### src/rtl/mod3_serial_ctrl_if.sv
// Request/result bundle for mod3_serial_ctrl: start/din in, busy/done/z/rem out.
interface mod3_serial_ctrl_if #(
  parameter int unsigned WIDTH = 8
);
  logic             start;
  logic [WIDTH-1:0] din;
  logic             busy;
  logic             done;
  logic             z;
  logic [1:0]       rem;

  modport master (output start, din, input busy, done, z, rem);
  modport slave  (input start, din, output busy, done, z, rem);
endinterface

### src/rtl/mod3_serial_ctrl.sv
// Serial modulo-3 evaluator: one reused mod-3 cell walks the operand LSB first.
// Optional MOD3_EARLY_EXIT_EN ends the walk once the remaining bits are all zero.
module mod3_serial_ctrl #(
  parameter int unsigned WIDTH = 8
) (
  input logic               clk,
  input logic               rst,
  mod3_serial_ctrl_if.slave bus
);
  localparam int unsigned CW = $clog2(WIDTH + 1);

  typedef enum logic [1:0] {IDLE, SHIFT, FINAL, DONE} state_t;

  state_t           state;
  logic [WIDTH-1:0] shreg;
  logic [CW-1:0]    cnt;
  logic [1:0]       r;
  logic [1:0]       w;

  logic [2:0]       sum_c;
  logic [1:0]       r_next_c;
  logic             last_c;

  // Iterative cell: add the bit's weight (2^i mod 3), reduce with one subtract.
  always_comb begin
    sum_c    = 3'(r) + (shreg[0] ? 3'(w) : 3'd0);
    r_next_c = (sum_c >= 3'd3) ? 2'(sum_c - 3'd3) : 2'(sum_c);
`ifdef MOD3_EARLY_EXIT_EN
    last_c   = (cnt == CW'(WIDTH - 1)) || (shreg[WIDTH-1:1] == '0);
`else
    last_c   = (cnt == CW'(WIDTH - 1));
`endif
  end

  always_ff @(posedge clk or posedge rst) begin
    if (rst) begin
      state <= IDLE;
      busy_q_reset();
    end else begin
      bus.done <= 1'b0;
      case (state)
        IDLE: begin
          if (bus.start) begin
            shreg    <= bus.din;
            r        <= 2'd0;
            w        <= 2'd1;
            cnt      <= '0;
            bus.busy <= 1'b1;
            state    <= SHIFT;
          end
        end
        SHIFT: begin
          r     <= r_next_c;
          w     <= (w == 2'd1) ? 2'd2 : 2'd1;
          shreg <= shreg >> 1;
          cnt   <= cnt + CW'(1);
          if (last_c) state <= FINAL;
        end
        FINAL: begin
          bus.rem  <= r;
          bus.z    <= (r == 2'd0);
          bus.busy <= 1'b0;
          bus.done <= 1'b1;
          state    <= DONE;
        end
        DONE: begin
          // Back-to-back: a start seen here is accepted like in IDLE.
          if (bus.start) begin
            shreg    <= bus.din;
            r        <= 2'd0;
            w        <= 2'd1;
            cnt      <= '0;
            bus.busy <= 1'b1;
            state    <= SHIFT;
          end else begin
            state <= IDLE;
          end
        end
        default: state <= IDLE;
      endcase
    end
  end

  // Reset values shared by every register of the controller.
  task automatic busy_q_reset();
    bus.busy <= 1'b0;
    bus.done <= 1'b0;
    bus.z    <= 1'b0;
    bus.rem  <= 2'd0;
    shreg    <= '0;
    cnt      <= '0;
    r        <= 2'd0;
    w        <= 2'd1;
  endtask
endmodule

### src/flat_wrapper.sv
// flat-port wrapper written by rule: the top's interface ports become plain ports
module mod3_serial_ctrl_flat 
#(
  parameter int unsigned WIDTH = 8
)
  (clk, rst, bus_start, bus_din, bus_busy, bus_done, bus_z, bus_rem);
  mod3_serial_ctrl_if #(.WIDTH(WIDTH)) bus_i ();
  input logic clk;
  input logic rst;
  input wire logic [$bits(bus_i.start)-1:0] bus_start;
  input wire logic [$bits(bus_i.din)-1:0] bus_din;
  output wire logic [$bits(bus_i.busy)-1:0] bus_busy;
  output wire logic [$bits(bus_i.done)-1:0] bus_done;
  output wire logic [$bits(bus_i.z)-1:0] bus_z;
  output wire logic [$bits(bus_i.rem)-1:0] bus_rem;
  assign bus_i.start = bus_start;
  assign bus_i.din = bus_din;
  assign bus_busy = bus_i.busy;
  assign bus_done = bus_i.done;
  assign bus_z = bus_i.z;
  assign bus_rem = bus_i.rem;
  mod3_serial_ctrl #(.WIDTH(WIDTH)) u_core (.clk(clk), .rst(rst), .bus(bus_i));
endmodule
### config.mk
export PLATFORM = sky130hd
export DESIGN_NAME = mod3_serial_ctrl_flat
export DESIGN_NICKNAME = d
export VERILOG_FILES = /design/src/rtl/mod3_serial_ctrl_if.sv /design/src/rtl/mod3_serial_ctrl.sv /design/src/flat_wrapper.sv
export SDC_FILE = /design/constraint.sdc
export NUM_CORES = 1
export LEC_CHECK = 0
export CAP_MARGIN = 0
export CORE_MARGIN = 1.5
export CORE_UTILIZATION = 43
export DETAILED_ROUTE_END_ITERATION = 8
export PLACE_DENSITY = 0.66
export REMOVE_ABC_BUFFERS = 1
export SYNTH_ARGS = -nofsm -noshare
export SYNTH_HDL_FRONTEND = slang
export SYNTH_SLANG_ARGS = --single-unit
### constraint.sdc
create_clock -name clk -period 1.9 [get_ports clk]
set_input_delay 0.38 -clock clk [delete_from_list [all_inputs] [get_ports clk]]
set_output_delay 0.38 -clock clk [all_outputs]
set_load 0.01 [all_outputs]
* Yosys cells after proc, flatten, opt, wreduce, memory -nomap -nowiden *
Cells that the tools add are included.

operators by class
  add/subtract/negate cells = 3
  equality and inequality tests = 8
  mux-type cells = 17
  $lt $le $gt $ge = 1
  reductions and logical operators = 8

operator list
  cell                                                                                  count
  8-bit one-hot mux with 2 select lines                                                 1
  2-bit 2-to-1 mux                                                                      6
  8-bit 2-to-1 mux                                                                      1
  2-bit one-hot mux with 2 select lines                                                 2
  2-bit one-hot mux with 4 select lines                                                 1
  4-bit one-hot mux with 2 select lines                                                 1
  2-bit AND reduction                                                                   3
  4-bit by 1-bit adder with 4-bit output (second input constant)                        1
  2-bit by 1-bit equality test with 1-bit output (second input constant)                2
  2-bit equality test (second input constant)                                           2
  4-bit by 3-bit equality test with 1-bit output (second input constant)                1
  2-bit logical NOT                                                                     2
  4-bit 2-to-1 mux                                                                      1
  2-bit by 1-bit inequality test with 1-bit output (second input constant)              2
  2-bit nonzero test                                                                    2
  2-bit by 2-bit adder with 3-bit output                                                1
  3-bit by 2-bit greater-or-equal comparator with 1-bit output (second input constant)  1
  1-bit 2-to-1 mux                                                                      3
  2-bit inequality test (second input constant)                                         1
  1-bit one-hot mux with 2 select lines                                                 1
  2-bit OR reduction                                                                    1
  2-bit subtractor (second input constant)                                              1

word-level totals
  word-level logic and storage cells = 46
  output and inout bits = 5
  flip-flop bits (word level) = 23

* Longest topological paths before layout *
  depth in word-level cells = 5
  gate-level depth with buffers = 9
  mapped depth without buffers = 9

* Worst setup path after synthesis *
No wires, ideal clock.

  path kind = register -> register
  from = register u_core.w[0]
  to = register u_core.r[0]
  setup time = 122 ps
  data required time = 1778 ps
  stages on the path, launching flop included = 10
  arrival = 1912 ps
  path buffers = 0
  slack = -133 ps
  cells stage by stage = dfstp_2 > and2_1 > ha_1 > inv_1 > fa_1 > inv_1 > ha_1 > nor2b_1 > mux2i_1 > a32o_1

on the way
  word-level cells in the longest chain between the ends = 5
  elaborated cells between the ends (all ways) = 6
  classes of those cells = 2 x add/sub; 1 x order compare; 3 x mux

ends and longest elaborated chain
  element                                                                                           line                    text
  start, declared                                                                                   mod3_serial_ctrl.sv:18  logic [1:0] w;
  start signal, assigned                                                                            mod3_serial_ctrl.sv:54  w <= (w == 2'd1) ? 2'd2 : 2'd1;
  2-bit 2-to-1 mux (*)                                                                              mod3_serial_ctrl.sv:26  sum_c = 3'(r) + (shreg[0] ? 3'(w) : 3'd0);
  2-bit by 2-bit adder with 3-bit output (*)                                                        mod3_serial_ctrl.sv:26
  3-bit by 2-bit greater-or-equal comparator with 1-bit output or 2-bit subtractor (tied branches)  mod3_serial_ctrl.sv:27  r_next_c = (sum_c >= 3'd3) ? 2'(sum_c - 3'd3) : 2'(sum_c);
  2-bit 2-to-1 mux (*)                                                                              mod3_serial_ctrl.sv:27
  2-bit one-hot mux with 2 select lines (*)                                                         mod3_serial_ctrl.sv:41  case (state)
  end signal, assigned                                                                              mod3_serial_ctrl.sv:53  r <= r_next_c;
  end, declared                                                                                     mod3_serial_ctrl.sv:17  logic [1:0] r;

Every way passes the cells marked *; elsewhere a longest branch is shown, timed or not.
A chain may end at the register's enable or synchronous reset.

* Final worst setup path *
Same ends and word-level chain as after synthesis.

==> flow_summary.ini <==
[placement]
dp_hpwl_um = 1692
placed_cells = 165
gp_congestion = 0.7333
dp_slack_ns = -0.2108
io_buffers = 15

[clock_network]
cts_buffers = 3
htree_levels = 1
path_clk_slew_ns = 0.12
cts_sinks = 23
ctsLongestPathBuffers = 2
cts_root_buf = clkbuf_4
clk_latency_ns = 0.31
cts_tree = done
cts_hold_buf = 0

[timing]
hold_slack_ns = 0.3616
layout_setup_ws_ns = -0.2306
post-route-min-period_ns = 2.131
finalClockSkew_ns = 0.004087
maxSlewHeadroom = 0.6877
tightest_slew_ns = 0.4679
rsz0062_at_grt = yes
timing.fmax_ghz = 0.4693
hold_viol_final = 0
fin_crit_sh = 1.121
setup_tns_ns = -0.4083
finalSetupViolCount = 2
slew_viol_final = 0

[worst_setup_path]
r2r_cells = 9
path_delay_family = adder cells
end_kind = flip-flop
timing.critical_path.from = u_core.w[0]
crit_path_start_kind = flip-flop
crit_type = flip-flop to flip-flop
path_cells = and2_4 -> ha_4 -> inv_2 -> fa_1 -> inv_1 -> ha_2 -> nand3b_1 -> mux2i_1 -> a32o_1
worst-path-buf-inv = 2
cp_max_fo = 3
crit_required_ns = 2.16
r2r_slack_ns = -0.23
max_stage_delay_ns = 0.55
crit_slowest_cell = dfstp_2
reg2reg_from = u_core.w[0]
r2r_end = u_core.r[0]
endpoint = u_core.r[0]
worst-path-stages = 9
worstPathArrival_ns = 2.39

[yosys]
synth_area_um2 = 1244
syn_area_per_cell_um2 = 10.72
ys_warn_count = 0
synth.distinct_cells = 31
syn_inst = 116
ys_seq_area_frac = 0.4638
synth-seq-cells = 23

[final_layout]
fillers = 258
drive_above_1_share = 0.1871
antenna_cells = 0
layout.nets = 160
area_growth_pct = 21.53
instances_no_fill = 170

[power_and_ir_drop]
power_density_nw_per_um2 = 1655
ir_worst_vdd_mv = 0.9881
leakagePower_nw = 0.6814
report.power.total_mw = 2.502

[run_status]
outcome = finished with violations
violations = negative setup slack

[route]
viasPerCell = 5.200
ant_nets = 0
first_iter_violations = 15
drc = 0
dr.pass1.iters = 4
wirelength_um = 2247
wl_per_cell_um = 13.22
dr_total_vias = 884

[grt]
grt_usage = 0.1619
grt_pass1_vias = 884
grt-ovfl-total = 0
antenna_found_initial = 0
grt_pass1_wl_um = 4022
grt_max_degree = 17

[die]
start_util = 0.4510
fp.dieW_um = 56.78
num_rows = 19
ios = 16
die_area_um2 = 3224
die_h_um = 56.78
core_um2 = 2758

[flow_run]
max_cap_viol_count = 0

[hold_path]
min_path_type = primary input to asynchronous set/reset pin
[repair_timing]
action / 4_1_cts / 5_1_grt
endpoints found under the hold margin: 0 / 0
setup buffers: 1 / 0
pin swaps: 2 / 2
setup endpoints to repair: 2 / 3
gates resized for setup: 5 / 1
[cell usage in the layout (no fill, tap or decap), types with 2 or more instances in the layout]
cell / n
o21ai_0: 8
nand3b_1: 2
o22ai_1: 6
mux2_2: 4
nor2_1: 2
nand2_1: 18
ha_1: 6
clkbuf_4: 3
buf_4: 10
nor2b_1: 2
clkdlybuf4s50_1: 15
xor2_1: 2
a21oi_1: 4
inv_1: 5
mux2i_1: 10
dfrtp_1: 22
[report_power, final]
part	total (mW)	internal, mW	switching [mW]	leakage [nW]
Combinational	1.47	0.709	0.760	0.374
Clock	0.221	0.0786	0.142	0.0177
Sequential	0.812	0.690	0.122	0.289
[cell families after synthesis]
family,share of synthesized area
AND/OR/NAND/NOR,0.1076
adder cells (fa/ha/maj),0.09658
XOR/XNOR,0.02113
AO/OA/AOI/OAI,0.1187
buffers and inverters,0.05735
flip-flops,0.4638
multiplexers,0.1348
[worst reg2reg max path: stages, from the launching register on]
cell and delay [ns]:
dfstp_2 0.55, and2_4 0.14, ha_4 0.12, inv_2 0.03
fa_1 0.49, inv_1 0.05, ha_2 0.17, nand3b_1 0.19
mux2i_1 0.17, a32o_1 0.17
[cell type report]
cell class              instances  area (µm²)  share of cell area
repair buffers                 25       225.2              0.1490
flip-flops and latches         23       576.8              0.3816
multi-input cells              80       613.1              0.4056
clock inverters                 1       5.005            0.003311
well taps                      31       38.79             0.02566
inverters                       7       30.03             0.01987
clock buffers                   3       22.52             0.01490
[metrics by stage]
stage,instance area [µm²],utilization
2_1_floorplan,1199,-
3_3_place_gp,1455,0.5277
3_5_place_dp,1455,0.5277
4_1_cts,1508,0.5467
5_1_grt,1511,0.5481
6_report,1511,0.5481
[cell usage after synthesis, drive strengths merged]
cell type  instances  area share
buf                6       0.036
nor3b              1      0.0060
nand4              1      0.0050
nor2b              2       0.010
a21boi             1      0.0060
and2               1      0.0050
dfstp              1       0.021
ha                 8       0.080
mux2               4       0.036
xor2               2       0.014
xnor2              1      0.0070
dfrtp             22        0.44
o2111ai            1      0.0070
nand2             18       0.054
o22ai              6       0.030
or2                1      0.0050
mux2i             11       0.099
nor3               1      0.0040
inv                7       0.021
a211o              1      0.0070
nor2               2      0.0060
nand3b             2       0.012
fa                 1       0.016
o21ai              8       0.032
a22oi              1      0.0060
a211oi             1      0.0060
a32o               1      0.0080
a21oi              4       0.016
[sequential cells by signal (all words and copies together) (netlist names)]
signal           flops
u_core.shreg         8
u_core.state         2
u_core.w             2
u_core.bus.busy      1
u_core.bus.z         1
u_core.cnt           4
u_core.bus.done      1
u_core.r             2
u_core.bus.rem       2
[how the worst min path moves through the flow]
stage | start | end | slack, ns | cells past startpoint
2_1_floorplan | rst | u_core.bus.busy | 0.38 | 1
3_3_place_gp | u_core.shreg[4] | u_core.shreg[4] | 0.46 | 2
3_5_place_dp | u_core.shreg[1] | u_core.shreg[1] | 0.47 | 2
4_1_cts | rst | u_core.cnt[0] | 0.36 | 2
5_1_grt | rst | u_core.shreg[7] | 0.40 | 2
6_report | rst | u_core.cnt[0] | 0.36 | 2
[per-layer routing]
layer,track usage,vias to the layer above,routed length (µm),part of all wire
met5,0,-,0,0
met4,0.06977,0,44,0.020
met3,0.02765,6,65,0.029
met2,0.2741,17,1113,0.50
met1,0.2027,414,1023,0.46
li1,-,447,-,-
Power figures use the tool's default switching activity.
